==> src/rtl/ram_wb_arbiter.sv <==
// ---------------------------------------------------------------------------
// ram_wb_arbiter
//
// Shares one Wishbone B3 RAM slave port between two masters (typically an
// instruction bus on m0 and a data bus on m1).
//
// Arbitration is round-robin. A grant is held for the whole Wishbone cycle,
// as long as the owner keeps cyc high, so classic and burst transfers are
// never split. Every release passes through one IDLE cycle before the next
// grant, which gives strict alternation under continuous contention.
//
// A watchdog counts consecutive strobed cycles with no slave response. When
// it expires, the owner receives a single err pulse and the slave cycle is
// dropped in that same cycle. The arbiter then waits in FLUSH until the
// offending master lowers cyc.
//
// The data path is purely combinational. Read data, write data and the
// handshakes pass straight through the owner mux with no added latency.
//
// Parameters
//   dw             data width
//   aw             address width
//   timeout_cycles stalled strobe cycles before the watchdog fires (>= 2)
//   tmo_w          watchdog counter width (2**tmo_w > timeout_cycles)
//
// Ports
//   wb_clk_i, wb_rst_i              clock, synchronous active-high reset
//   m0_* / m1_* inputs              master requests (adr, dat, sel, we,
//                                   cyc, stb, cti, bte)
//   m0_* / m1_* outputs             master responses (dat, ack, err, rty)
//   s_*_o                           slave request, muxed from the owner
//   s_dat_i, s_ack_i, s_err_i,      slave responses
//   s_rty_i
// ---------------------------------------------------------------------------
module ram_wb_arbiter #(
    parameter int dw             = 32,
    parameter int aw             = 32,
    parameter int timeout_cycles = 16,
    parameter int tmo_w          = 5
) (
    input  logic          wb_clk_i,
    input  logic          wb_rst_i,

    input  logic [aw-1:0] m0_adr_i,
    input  logic [dw-1:0] m0_dat_i,
    input  logic [3:0]    m0_sel_i,
    input  logic          m0_we_i,
    input  logic          m0_cyc_i,
    input  logic          m0_stb_i,
    input  logic [2:0]    m0_cti_i,
    input  logic [1:0]    m0_bte_i,
    output logic [dw-1:0] m0_dat_o,
    output logic          m0_ack_o,
    output logic          m0_err_o,
    output logic          m0_rty_o,

    input  logic [aw-1:0] m1_adr_i,
    input  logic [dw-1:0] m1_dat_i,
    input  logic [3:0]    m1_sel_i,
    input  logic          m1_we_i,
    input  logic          m1_cyc_i,
    input  logic          m1_stb_i,
    input  logic [2:0]    m1_cti_i,
    input  logic [1:0]    m1_bte_i,
    output logic [dw-1:0] m1_dat_o,
    output logic          m1_ack_o,
    output logic          m1_err_o,
    output logic          m1_rty_o,

    output logic [aw-1:0] s_adr_o,
    output logic [dw-1:0] s_dat_o,
    output logic [3:0]    s_sel_o,
    output logic          s_we_o,
    output logic          s_cyc_o,
    output logic          s_stb_o,
    output logic [2:0]    s_cti_o,
    output logic [1:0]    s_bte_o,
    input  logic [dw-1:0] s_dat_i,
    input  logic          s_ack_i,
    input  logic          s_err_i,
    input  logic          s_rty_i
);

    typedef enum logic [1:0] {
        IDLE   = 2'd0,
        GRANT0 = 2'd1,
        GRANT1 = 2'd2,
        FLUSH  = 2'd3
    } state_t;

    localparam logic [tmo_w-1:0] WDOG_LAST = tmo_w'(timeout_cycles - 1);

    state_t             state_q, state_d;
    logic               last_grant_q, last_grant_d;
    logic               owner_q, owner_d;        // master being flushed
    logic [tmo_w-1:0]   wdog_q, wdog_d;

    logic               sel_m1;
    logic               granted;
    logic               own_cyc;
    logic               own_stb;
    logic               slv_resp;
    logic               expire;
    logic               resp_en0;
    logic               resp_en1;

    // -----------------------------------------------------------------------
    // Owner selection. IDLE routes m0 to the slave as a harmless default.
    // In FLUSH, the mux follows the flushed master so that its cyc can be
    // observed.
    // -----------------------------------------------------------------------
    always_comb begin
        sel_m1  = (state_q == GRANT1) || ((state_q == FLUSH) && owner_q);
        granted = (state_q == GRANT0) || (state_q == GRANT1);
    end

    assign own_cyc  = sel_m1 ? m1_cyc_i : m0_cyc_i;
    assign own_stb  = sel_m1 ? m1_stb_i : m0_stb_i;
    assign slv_resp = s_ack_i | s_err_i | s_rty_i;

    // A slave response in the expiry cycle wins, so the transfer completes
    // normally instead of erroring.
    assign expire = granted && own_cyc && own_stb && !slv_resp &&
                    (wdog_q == WDOG_LAST);

    // -----------------------------------------------------------------------
    // Slave side: combinational pass-through from the owner
    // -----------------------------------------------------------------------
    assign s_adr_o = sel_m1 ? m1_adr_i : m0_adr_i;
    assign s_dat_o = sel_m1 ? m1_dat_i : m0_dat_i;
    assign s_sel_o = sel_m1 ? m1_sel_i : m0_sel_i;
    assign s_we_o  = sel_m1 ? m1_we_i  : m0_we_i;
    assign s_cti_o = sel_m1 ? m1_cti_i : m0_cti_i;
    assign s_bte_o = sel_m1 ? m1_bte_i : m0_bte_i;

    // cyc follows the owner combinationally, so a release is seen by the
    // slave in the same cycle. It is also cut on watchdog expiry.
    assign s_cyc_o = !wb_rst_i && granted && own_cyc && !expire;
    assign s_stb_o = !wb_rst_i && granted && own_stb && own_cyc && !expire;

    // -----------------------------------------------------------------------
    // Master side: only the owner sees responses, and none in a reset cycle
    // -----------------------------------------------------------------------
    assign resp_en0 = !wb_rst_i && (state_q == GRANT0);
    assign resp_en1 = !wb_rst_i && (state_q == GRANT1);

    assign m0_dat_o = s_dat_i;
    assign m1_dat_o = s_dat_i;

    assign m0_ack_o = resp_en0 && s_ack_i;
    assign m0_err_o = resp_en0 && (s_err_i || expire);
    assign m0_rty_o = resp_en0 && s_rty_i;

    assign m1_ack_o = resp_en1 && s_ack_i;
    assign m1_err_o = resp_en1 && (s_err_i || expire);
    assign m1_rty_o = resp_en1 && s_rty_i;

    // -----------------------------------------------------------------------
    // Next-state, round-robin and watchdog
    // -----------------------------------------------------------------------
    always_comb begin
        state_d      = state_q;
        last_grant_d = last_grant_q;
        owner_d      = owner_q;
        wdog_d       = '0;

        case (state_q)
            IDLE: begin
                if (m0_cyc_i && m1_cyc_i) begin
                    // Contention: the master that did not win last time
                    if (last_grant_q) begin
                        state_d      = GRANT0;
                        last_grant_d = 1'b0;
                    end else begin
                        state_d      = GRANT1;
                        last_grant_d = 1'b1;
                    end
                end else if (m0_cyc_i) begin
                    state_d      = GRANT0;
                    last_grant_d = 1'b0;
                end else if (m1_cyc_i) begin
                    state_d      = GRANT1;
                    last_grant_d = 1'b1;
                end
            end

            GRANT0, GRANT1: begin
                if (!own_cyc) begin
                    state_d = IDLE;
                end else if (expire) begin
                    state_d = FLUSH;
                    owner_d = sel_m1;
                end else if (own_stb && !slv_resp) begin
                    wdog_d = wdog_q + tmo_w'(1);
                end
            end

            FLUSH: begin
                if (!own_cyc) begin
                    state_d = IDLE;
                end
            end

            default: begin
                state_d = IDLE;
            end
        endcase
    end

    // -----------------------------------------------------------------------
    // State registers
    // -----------------------------------------------------------------------
    always_ff @(posedge wb_clk_i) begin
        if (wb_rst_i) begin
            state_q      <= IDLE;
            last_grant_q <= 1'b1;
            owner_q      <= 1'b0;
            wdog_q       <= '0;
        end else begin
            state_q      <= state_d;
            last_grant_q <= last_grant_d;
            owner_q      <= owner_d;
            wdog_q       <= wdog_d;
        end
    end

endmodule

==> config.mk <==
export PLATFORM = sky130hd
export DESIGN_NAME = ram_wb_arbiter
export DESIGN_NICKNAME = d
export VERILOG_FILES = /design/src/rtl/ram_wb_arbiter.sv
export SDC_FILE = /design/constraint.sdc
export NUM_CORES = 1
export LEC_CHECK = 0
export ABC_AREA = 1
export CAP_MARGIN = 30
export CORE_AREA = 2 2 130 132
export DETAILED_ROUTE_END_ITERATION = 10
export DIE_AREA = 0 0 132 134
export GPL_ROUTABILITY_DRIVEN = 0
export HOLD_SLACK_MARGIN = 0.02
export SETUP_SLACK_MARGIN = 0.1
export SYNTH_ARGS = -nofsm -noshare
export SYNTH_HDL_FRONTEND = slang
export SYNTH_SLANG_ARGS = --single-unit
==> constraint.sdc <==
create_clock -name wb_clk_i -period 2.4 [get_ports wb_clk_i]
set_input_delay 0.24 -clock wb_clk_i [delete_from_list [all_inputs] [get_ports wb_clk_i]]
set_output_delay 0.24 -clock wb_clk_i [all_outputs]
set_load 0.01 [all_outputs]
==> summary.md <==
| Metric | Value |
|---|---|
| Yosys cell types | `27` |
| Layout Nets | `607` |
| Status | `completed` |
| Period utilization | `0.940` |
| Post-route minimum period | `2.26 ns` |
| Total number of vias | `2291` |
| Antenna violations before repair | `0` |
| Post-DR wirelength/cell | `14.2 um` |
| Fmax | `443 MHz` |
| Post-Route WL | `8.94 mm` |
| Mapped Cells | `237` |
| Logic pwr share | `0.832` |
| Seq pwr share | `0.067` |
| Worst Clk Skew | `0.00306 ns` |
| # DRC | `0` |
| Hold buffer count at CTS | `0` |
| Critical-path maximum fanout | `11` |
| Die height | `134 um` |
| Maxcap violations | `0` |
| First-pass GRT wire length | `13.6 mm` |
| Most common cell after layout, fill and taps aside | `clkdlybuf4s50_1` |
| RSZ-0062 raised after global routing | `true` |
| CP arrival | `2.02 ns` |
| Flop-to-flop setup slack | `0.75 ns` |
| Post-CTS Setup Inserts | `0` |
| Post-Syn Area per Cell | `9.37 um^2` |
| CTS tree | `done` |
| CP Capture Type | `output port` |
| Sw Share | `0.378` |
| Via density | `3.63` |
| Clock Latency Late Sink | `0.24 ns` |
| Most frequent cells in the layout | `160 x clkdlybuf4s50_1, 74 x dlygate4sd2_1, 49 x mux2_4` |
| Total gr overflow | `0` |
| Worst-Margin Slew | `0.247 ns` |
| Internal Power | `1.87 mW` |
| Synth Net Count | `432` |
| Area growth from synthesis to layout | `99.0%` |
| Total track usage | `0.0942` |
| DR pass1 iterations | `4` |
| Critical Path Source | `state_q[0]$_SDFFE_PP0P_` |
| Synthesized area | `2220 um^2` |
| Switching pwr | `1.14 mW` |
| Main synth FF type | `dfxtp_1` |
| DRT iter0 DRCs | `31` |
| Power per cell area | `680 nW/um^2` |
| # H-tree levels | `1` |
| Clock slew at reported path FFs | `0.04 ns` |
| R2R cell count | `10` |
| Starting density of the core | `0.136` |
| Maximum number of pins on one net before global-route repair | `33` |
| Worst EP required | `2.16 ns` |
| Critical R2R Capture | `state_q[0]$_SDFFE_PP0P_` |
| Endpoints failing setup | `0` |
| Power Total | `3.00 mW` |
| Sequential share of the synthesized area | `0.0812` |
| Die ar. | `17700 um^2` |
| Sum Neg Setup Slack | `0 ns` |
| Ys Warns | `0` |
| Reg2Reg Launch Point | `state_q[0]$_SDFFE_PP0P_` |
| Yosys reg bits | `9` |
| Clock network power share | `0.101` |
| EDFF count, synth | `0` |
| Peak VDD IR | `0.503 mV` |
| Post-DP HPWL | `7.42 mm` |
| Critical path type | `reg2out` |
| Final hold viol count | `0` |
| Synth async-reset ratio | `0` |
| Top-Level Pins | `335` |
| Diode count | `0` |
| Clock sink total | `9` |
| Row count | `47` |
| Antenna Nets Post-Route | `0` |
| Core area | `16300 um^2` |
| Final slew viol count | `0` |
| Setup crit end | `s_adr_o[9]` |
| Clock Path Buffers | `2` |
| CTS Buf Count | `3` |
| Via count of the first global-routing pass | `2492` |
| Hold Crit Class | `reg2reg` |
| Share of cells above drive strength 1 | `0.246` |
| P_leak | `1.87 nW` |
| Root buf cell | `clkbuf_16` |
| Slew HR | `0.835` |
| Input/output buffers | `238` |
| Die width | `132 um` |
| Setup crit start kind | `flop` |
==> power by group through the flow <==
stage / clock (mW) / combinational, mW / sequential [mW]
floorplan: 0 / 1.59 / 0.191
global placement: 0 / 2.58 / 0.193
detailed placement: 0 / 2.60 / 0.197
CTS: 0.306 / 2.53 / 0.199
global route: 0.316 / 2.66 / 0.203
finish: 0.304 / 2.50 / 0.200
==> synthesized netlist by cell type (2+ instances only) <==
library cell	count	area [um^2]
a21oi_1	6	30.0
buf_2	2	10.0
buf_4	64	480
buf_6	6	67.6
dfxtp_1	9	180
ha_1	6	75.1
inv_1	17	63.8
mux2_2	25	282
mux2_4	49	736
nand2_1	13	48.8
nand2_2	3	18.8
nand3_1	7	35.0
nand3_2	3	30.0
nor2_1	13	48.8
nor3_1	2	10.0
==> worst max-delay path, stage by stage, from the launching register on <==
cell and delay, ns:
dfxtp_2 0.33, inv_1 0.09, ha_2 0.21, inv_2 0.07, nand2_8 0.14, bufbuf_16 0.31, mux2_2 0.34, dlygate4sd2_1 0.28
==> layout make-up <==
type | count | area (um^2)
clock buffer | 4 | 78.8
fill | 1756 | 11900
inverter | 18 | 67.6
multi-input combinational | 138 | 1430
sequential | 9 | 183
tap | 220 | 275
timing repair buffer | 242 | 2380
==> layer usage <==
| metal | track usage | share of wire | routed length, um |
|---|---|---|---|
| met5 | 0 | 0 | 0 |
| met4 | 0.00906 | 0.0027 | 24 |
| met3 | 0.0461 | 0.12 | 1100 |
| met2 | 0.162 | 0.47 | 4240 |
| met1 | 0.110 | 0.40 | 3580 |
==> state kept, by name, summed over array words and instances, names as in the netlist <==
signal        count
last_grant_q      1
owner_q           1
state_q           2
wdog_q            5
==> how the worst min path moves through the flow <==
| stage | endpoint | startpoint | cells after the start |
|---|---|---|---|
| detailed placement | last_grant_q$_SDFFE_PP1P_ | last_grant_q$_SDFFE_PP1P_ | 2 |
| CTS | last_grant_q$_SDFFE_PP1P_ | last_grant_q$_SDFFE_PP1P_ | 2 |
| floorplan | owner_q$_SDFFE_PP0P_ | wb_rst_i | 1 |
| finish | wdog_q[0]$_SDFF_PP0_ | wdog_q[0]$_SDFF_PP0_ | 1 |
| global placement | wdog_q[0]$_SDFF_PP0_ | wdog_q[0]$_SDFF_PP0_ | 1 |
| global route | m1_dat_o[28] | s_dat_i[28] | 0 |
==> cells by family after synthesis <==
group                    after synthesis  synth area share
multiplexers                          74             0.458
buffers and inverters                 90             0.282
adder cells (fa/ha/maj)                6            0.0338
XOR/XNOR                               1           0.00395
AND/OR/NAND/NOR                       47             0.111
AO/OA/AOI/OAI                         10            0.0299
flip-flops                             9            0.0812
==> what timing repair did <==
item,CTS,global route
setup endpoints to repair,78,16
resized for setup,85,9
cloned,2,0
pin swaps,1,1
==> through the flow <==
stage / utilization / setup WS, ns / instances / hold slack [ns] / cell area, um^2
finish: 0.271 / 0.145 / 631 / 0.467 / 4420
global route: 0.271 / 0.0763 / 631 / 0.480 / 4420
detailed placement: 0.268 / 0.135 / 625 / 0.461 / 4360
floorplan: - / 0.759 / 237 / 0.309 / 2220
CTS: 0.272 / 0.118 / 631 / 0.472 / 4430
global placement: 0.268 / 0.166 / 625 / 0.425 / 4360
Power figures use the tool's default switching activity.
